`src/rtl/multu_hilo.sv`:
```
// multu_hilo: sequential 32x32 unsigned shift-add multiplier holding its
// 64-bit product in the HI/LO register pair. A multiply starts when Signal
// carries the MULTU code, retires one multiplier bit per cycle and publishes
// hi/lo with a one-cycle done pulse after the last iteration.
module multu_hilo #(
    parameter int         WIDTH      = 32,
    parameter logic [5:0] MULTU_CODE = 6'd25
) (
    input  logic             clk,
    input  logic             reset,
    input  logic [WIDTH-1:0] dataA,
    input  logic [WIDTH-1:0] dataB,
    input  logic [5:0]       Signal,
    output logic [WIDTH-1:0] hi,
    output logic [WIDTH-1:0] lo,
    output logic             busy,
    output logic             done
);

    localparam int CW = $clog2(WIDTH) + 1;

    typedef enum logic [1:0] {
        IDLE = 2'd0,
        RUN  = 2'd1,
        HOLD = 2'd2
    } state_t;

    state_t              state;
    state_t              state_nxt;
    logic [WIDTH-1:0]    mcand;
    logic [2*WIDTH:0]    prod;
    logic [2*WIDTH:0]    prod_step;
    logic [CW-1:0]       count;
    logic                start;
    logic                last;

    // One shift-add iteration: conditionally add the multiplicand into the
    // upper half (W+1-bit sum keeps the carry), then shift everything right.
    function automatic logic [2*WIDTH:0] shift_add_step(
        input logic [2*WIDTH:0] p,
        input logic [WIDTH-1:0] m
    );
        logic [WIDTH:0] sum;
        sum = p[2*WIDTH:WIDTH] + {1'b0, (p[0] ? m : {WIDTH{1'b0}})};
        return {1'b0, sum, p[WIDTH-1:1]};
    endfunction

    assign start     = (state == IDLE) && (Signal == MULTU_CODE);
    assign last      = (state == RUN) && (count == CW'(WIDTH - 1));
    assign prod_step = shift_add_step(prod, mcand);

    // State register; reset returns to IDLE and takes priority over a start.
    always_ff @(posedge clk) begin
        if (!reset) begin
            state <= IDLE;
        end else begin
            state <= state_nxt;
        end
    end

    // Next-state and busy decode; HOLD blocks a restart while Signal stays at MULTU.
    always_comb begin
        state_nxt = state;
        busy      = 1'b0;
        case (state)
            IDLE: begin
                if (Signal == MULTU_CODE) begin
                    state_nxt = RUN;
                end
            end
            RUN: begin
                busy = 1'b1;
                if (last) begin
                    state_nxt = HOLD;
                end
            end
            HOLD: begin
                if (Signal != MULTU_CODE) begin
                    state_nxt = IDLE;
                end
            end
            default: begin
                state_nxt = IDLE;
            end
        endcase
    end

    // Datapath: capture operands at start, iterate in RUN, publish hi/lo on the last step.
    always_ff @(posedge clk) begin
        if (!reset) begin
            mcand <= '0;
            prod  <= '0;
            count <= '0;
            hi    <= '0;
            lo    <= '0;
            done  <= 1'b0;
        end else begin
            done <= 1'b0;
            if (start) begin
                mcand <= dataA;
                prod  <= {1'b0, {WIDTH{1'b0}}, dataB};
                count <= '0;
            end else if (state == RUN) begin
                prod  <= prod_step;
                count <= count + CW'(1);
                if (last) begin
                    hi   <= prod_step[2*WIDTH-1:WIDTH];
                    lo   <= prod_step[WIDTH-1:0];
                    done <= 1'b1;
                end
            end
        end
    end

endmodule

```
`config.mk`:
```
export PLATFORM = sky130hd
export DESIGN_NAME = multu_hilo
export DESIGN_NICKNAME = d
export VERILOG_FILES = /design/src/rtl/multu_hilo.sv
export SDC_FILE = /design/constraint.sdc
export NUM_CORES = 1
export LEC_CHECK = 0
export BUFFER_PORTS_ARGS = -buffer_cell sky130_fd_sc_hd__buf_2
export CELL_PAD_IN_SITES_DETAIL_PLACEMENT = 0
export CELL_PAD_IN_SITES_GLOBAL_PLACEMENT = 2
export CORE_MARGIN = 2
export CORE_UTILIZATION = 35
export DETAILED_ROUTE_END_ITERATION = 6
export MAX_ROUTING_LAYER = met4
export PLACE_DENSITY = 0.95
export SLEW_MARGIN = 5
export SYNTH_ARGS = -nofsm -noshare
export SYNTH_HDL_FRONTEND = slang
export SYNTH_SLANG_ARGS = --single-unit
```
`constraint.sdc`:
```
create_clock -name clk -period 5.3 [get_ports clk]
set_input_delay 0.53 -clock clk [delete_from_list [all_inputs] [get_ports clk]]
set_output_delay 0.53 -clock clk [all_outputs]
set_load 0.01 [all_outputs]
```
# Yosys cells after proc, flatten, opt, wreduce, memory -nomap -nowiden
# Cells that the tools add are included.
[totals]
mem_bits_ro = 0
mem_bits_rw = 0
latchBits = 0
word_cells = 38
regBits = 169
inputBits = 72
memories = 0
[classes]
n_bitwise = 3
n_div = 0
n_reduce_logical = 8
shift = 0
add_sub_neg = 2
muxes = 9
n_eq_ne = 8
n_mul = 0
order_cmp = 0
[ops]
columns = ["op", "n"]
rows = [
  ["two-way mux 32 bit", 3],
  ["adder 32 x 32 -> 33 bit", 1],
  ["== test 6 x 5 -> 1 bit, second input constant", 2],
  ["adder 6 x 1 -> 6 bit, second input constant", 1],
  ["two-way mux 2 bit", 3],
  ["!= test 6 x 5 -> 1 bit, second input constant", 1],
  ["case mux 2 bit (3 select lines)", 1],
  ["AND reduction 3 bit", 2],
  ["!= test 2 bit, second input constant", 2],
  ["inverter 1 bit", 3],
  ["OR reduction 3 bit", 1],
  ["== test 2 x 1 -> 1 bit, second input constant", 1],
  ["== test 2 bit, second input constant", 1],
  ["logical AND 1 bit", 2],
  ["zero test 2 bit", 1],
  ["two-way mux 1 bit", 2],
  ["!= test 2 x 1 -> 1 bit, second input constant", 1],
  ["nonzero test 2 bit", 1],
  ["OR reduction 2 bit", 1],
]

# Longest topological paths before layout
[depth]
ltp_word = 4
mapped_depth = 11

# Least setup slack after synthesis
# No wires, ideal clock.
[synth_timing]
kind = "reg2reg"
start = "register prod[0]"
end = "register prod[62]"
period_less_slack_ps = 2535
slack_ps = 2765
setup_time_ps = 62
t_required_ps = 5238
path_stages_with_launch = 11
t_arrival_ps = 2473
path_cell_list = "dfxtp_1 > clkbuf_1 > and2_1 > ha_1 > a21oi_2 > nor2_2 > a211oi_4 > o221ai_2 > a221o_1 > or3_1 > nand3_1"
[synth_between]
elab_chain_cells = 2
[synth_lines]
columns = ["element", "line_no", "rtl"]
rows = [
  ["start: declaration", "31", "logic [2*WIDTH:0] prod;"],
  ["start signal: assignment", "101", "prod <= {1'b0, {WIDTH{1'b0}}, dataB};"],
  ["start signal: assignment", "104", "prod <= prod_step;"],
  ["two-way mux 32 bit", "44", "sum = p[2*WIDTH:WIDTH] + {1'b0, (p[0] ? m : {WIDTH{1'b0}})};"],
  ["adder 32 x 32 -> 33 bit", "44", ""],
]
# Every way passes these cells.
# A chain may end at the register's enable or synchronous reset.

# Final worst setup path
[layout_timing]
start = "register prod[0]"
end = "register hi[25]"
[layout_between]
elab_chain_cells = 2
[layout_lines]
columns = ["element", "line_no", "rtl"]
rows = [
  ["two-way mux 32 bit", "44", ""],
  ["adder 32 x 32 -> 33 bit", "44", ""],
  ["end signal: assignment", "107", "hi <= prod_step[2*WIDTH-1:WIDTH];"],
  ["end: declaration", "14", "output logic [WIDTH-1:0] hi,"],
]
# Every way passes these cells.

==> flow_metrics.tcl <==
set metrics [dict create \
    synth_seq_cells 169 \
    async_flop_share_pct 0 \
    startpoint "prod[0]" \
    max_freq_mhz 276 \
    cp_top_family "compound AO/OA/AOI/OAI gates" \
    ys_seq_area_share_pct 39.7 \
    die_w_microns 160 \
    yosysWarnings 0 \
    cp_slowest_cell "dfxtp_1" \
    cts_sinks 169 \
    finalClockSkew_ns 0.0146 \
    ys_types 58 \
    critPathLaunchType "flip-flop" \
    coreArea_sq_um 24100 \
    initial_core_util_pct 35.4 \
    insertion_delay_ns 0.43 \
    wire_per_inst_microns 16.1 \
    num-fill-cells 2590 \
    critPathBufInv 0 \
    cp-end-kind "flip-flop" \
    min_path_type "in2reg" \
    hold_viol 0 \
    postSynthCellCount 1151 \
    post_cts_buffers 0 \
    fin_tns_setup_ns 0 \
    finalSetupViolCount 0 \
    crit_chain "and2_1 > ha_1 > fa_1 > a21oi_1 > o22ai_1 > o31ai_1 > o211ai_1 > a21boi_0 > xor2_1 > o21ai_0" \
    die_h_microns 160 \
    antenna_cells 0 \
    drcViolationCount 0 \
    nets 1348 \
    period_needed_ns 3.63 \
    finish.utilization_pct 41.6 \
    fin_crit_sh_pct 68.4 \
    clk_pin_slew_ns 0.07 \
    stdcell_area_sq_um 10000 \
    slew_headroom_pct 23.1 \
    grtUsageTotal_pct 20.6 \
    rr_startpoint "prod[0]" \
    arrival_ns 3.93 \
    outcome "completed" \
    rsz0062_at_grt "false" \
    fp-row-count 57 \
    placement.io_buffers 137 \
    drv_cap 0 \
    netlist.area_leader.share_pct 39.7 \
    grt_pass1_vias 7861 \
    h-tree-depth 4 \
    routed_wl_microns 25400 \
    antenna_found_initial 0 \
    max_stage_delay_ns 0.70 \
    place_congestion 0.890 \
    num_vias 8293 \
    yosysTopAreaCell "dfxtp_1" \
    crit_required_ns 5.60 \
    grt_max_degree 48 \
    worstMarginPinSlew_ns 1.15 \
    synth_area_leaders "dfxtp_1 (40%), nand2_1 (10%), a21oi_1 (8.4%)" \
    cts_buffers 17 \
    path_max_fanout 34 \
    synthesis.nets 1257 \
    dpl.hpwl_microns 17600 \
    tritoncts "yes" \
    ctsHoldBuffers 0 \
    peakVddDrop_v 0.000147 \
    area_growth_pct 17.6 \
    drv_slew 0 \
    cts_root_buf "clkbuf_16" \
    dr.first_iter.drc_count 520 \
    netlist_top_cells_count "nand2_1 (229), dfxtp_1 (169), nor2_1 (147), a21oi_1 (144), clkbuf_1 (60)" \
    gr-total-overflow 0 \
    syn_area_per_cell_sq_um 7.41 \
    crit_type "reg2reg" \
    synth_ff_type "dfxtp_1" \
    powerDensity_nw_per_um2 265 \
    grt_pass1_wl_microns 41600 \
    ant_nets 0 \
    synth-edff-count 0 \
    drive_above_1_share_pct 15.8 \
    viasPerCell 5.25 \
    min_from "dataA[16]" \
    cts_buffer_depth 2 \
    dpl_cell_area_sq_um 9440 \
    yosysMostFrequentCell "nand2_1" \
    cts_resized 0 \
    num_io_pins 138 \
    p_leak_nw 3.98 \
    netlist_area_sq_um 8530 \
    dr.pass1.iters 5 \
    die_area_sq_um 25600 \
]
[power breakdown]
part / internal (mW) / switching (mW) / leakage, nW
Sequential: 1.28 / 0.0106 / 1.36
Combinational: 0.0389 / 0.0593 / 2.32
Clock: 0.682 / 0.592 / 0.290
Total: 2.00 / 0.662 / 3.98
[worst paths after layout]
| check | to | slack, ns | cells past startpoint |
|---|---|---|---|
| min | mcand[16] | 0.33 | 3 |
| max reg2reg | hi[25] | 1.67 | 10 |
| max | hi[25] | 1.67 | 10 |
| min reg2reg | hi[20] | 0.45 | 2 |
[cell families after synthesis]
| family | count (synthesis) | synth area share, % |
|---|---|---|
| simple gates | 529 | 26.9 |
| compound gates | 289 | 20.8 |
| flops | 169 | 39.7 |
| xor+xnor | 26 | 2.67 |
| fa+ha+maj | 34 | 5.08 |
| mux | 1 | 0.117 |
| buf+inv | 103 | 4.69 |
[flip-flops by register name (all words and copies together) (netlist names)]
| signal | flops |
|---|---|
| prod | 64 |
| count | 6 |
| hi | 32 |
| done | 1 |
| state | 2 |
| mcand | 32 |
| lo | 32 |
[cells in the final DEF (no fill, tap or decap), drive strengths merged, types with 2 or more instances in the layout]
master,n
o22ai,7
or3,12
nand3,36
and2,32
buf,153
nor2,148
inv,31
o21bai,5
a31oi,6
o2111ai,3
o31ai,4
o221ai,29
dfxtp,169
o21a,3
o31a,2
nor3,42
nand4,15
a21oi,145
clkinv,3
xnor2,14
nand3b,4
a211oi,11
clkbuf,18
o211a,3
a21o,10
o21ai,41
nand2,229
nor4,2
and4,2
xor2,12
a21boi,3
ha,33
o211ai,10
[stage by stage]
| step | hold slack [ns] | setup slack, ns | power (mW) | std cells |
|---|---|---|---|---|
| 6_report | 0.332 | 1.67 | 2.66 | 1579 |
| 2_1_floorplan | 0.432 | 2.76 | 1.37 | 1151 |
| 5_1_grt | 0.331 | 1.46 | 2.76 | 1579 |
| 4_1_cts | 0.317 | 1.69 | 2.69 | 1579 |
| 3_5_place_dp | 0.445 | 1.68 | 1.42 | 1547 |
| 3_3_place_gp | 0.440 | 1.77 | 1.42 | 1547 |
[worst reg2reg max path, delay by kind of cell (launching register included)]
family                     cells  cell delay, ns
and+or+nand+nor                1            0.36
DFF                            1            0.70
adders and majority gates      2            0.63
AOI/OAI and AO/OA              6            1.65
xor gates and xnor gates       1            0.19
[cell type report]
class / count / area (sq um) / area share (%)
clock buffer: 18 / 439 / 4.38
clock inverter: 14 / 151 / 1.51
inverter: 22 / 82.6 / 0.823
multi-input combinational: 879 / 4760 / 47.5
sequential: 169 / 3380 / 33.7
tap: 324 / 405 / 4.04
timing repair buffer: 153 / 806 / 8.03
[layer usage]
metal	part of all wire (%)	vias to the layer above	routed length, microns	GRT usage [%]
met3	4.3	27	1090	3.14
met5	0	-	0	-
met1	50	3898	12600	28.4
met4	1.4	0	352	5.98
met2	45	202	11300	31.3
li1	-	4166	-	-
(Power assumes the default switching activity.)
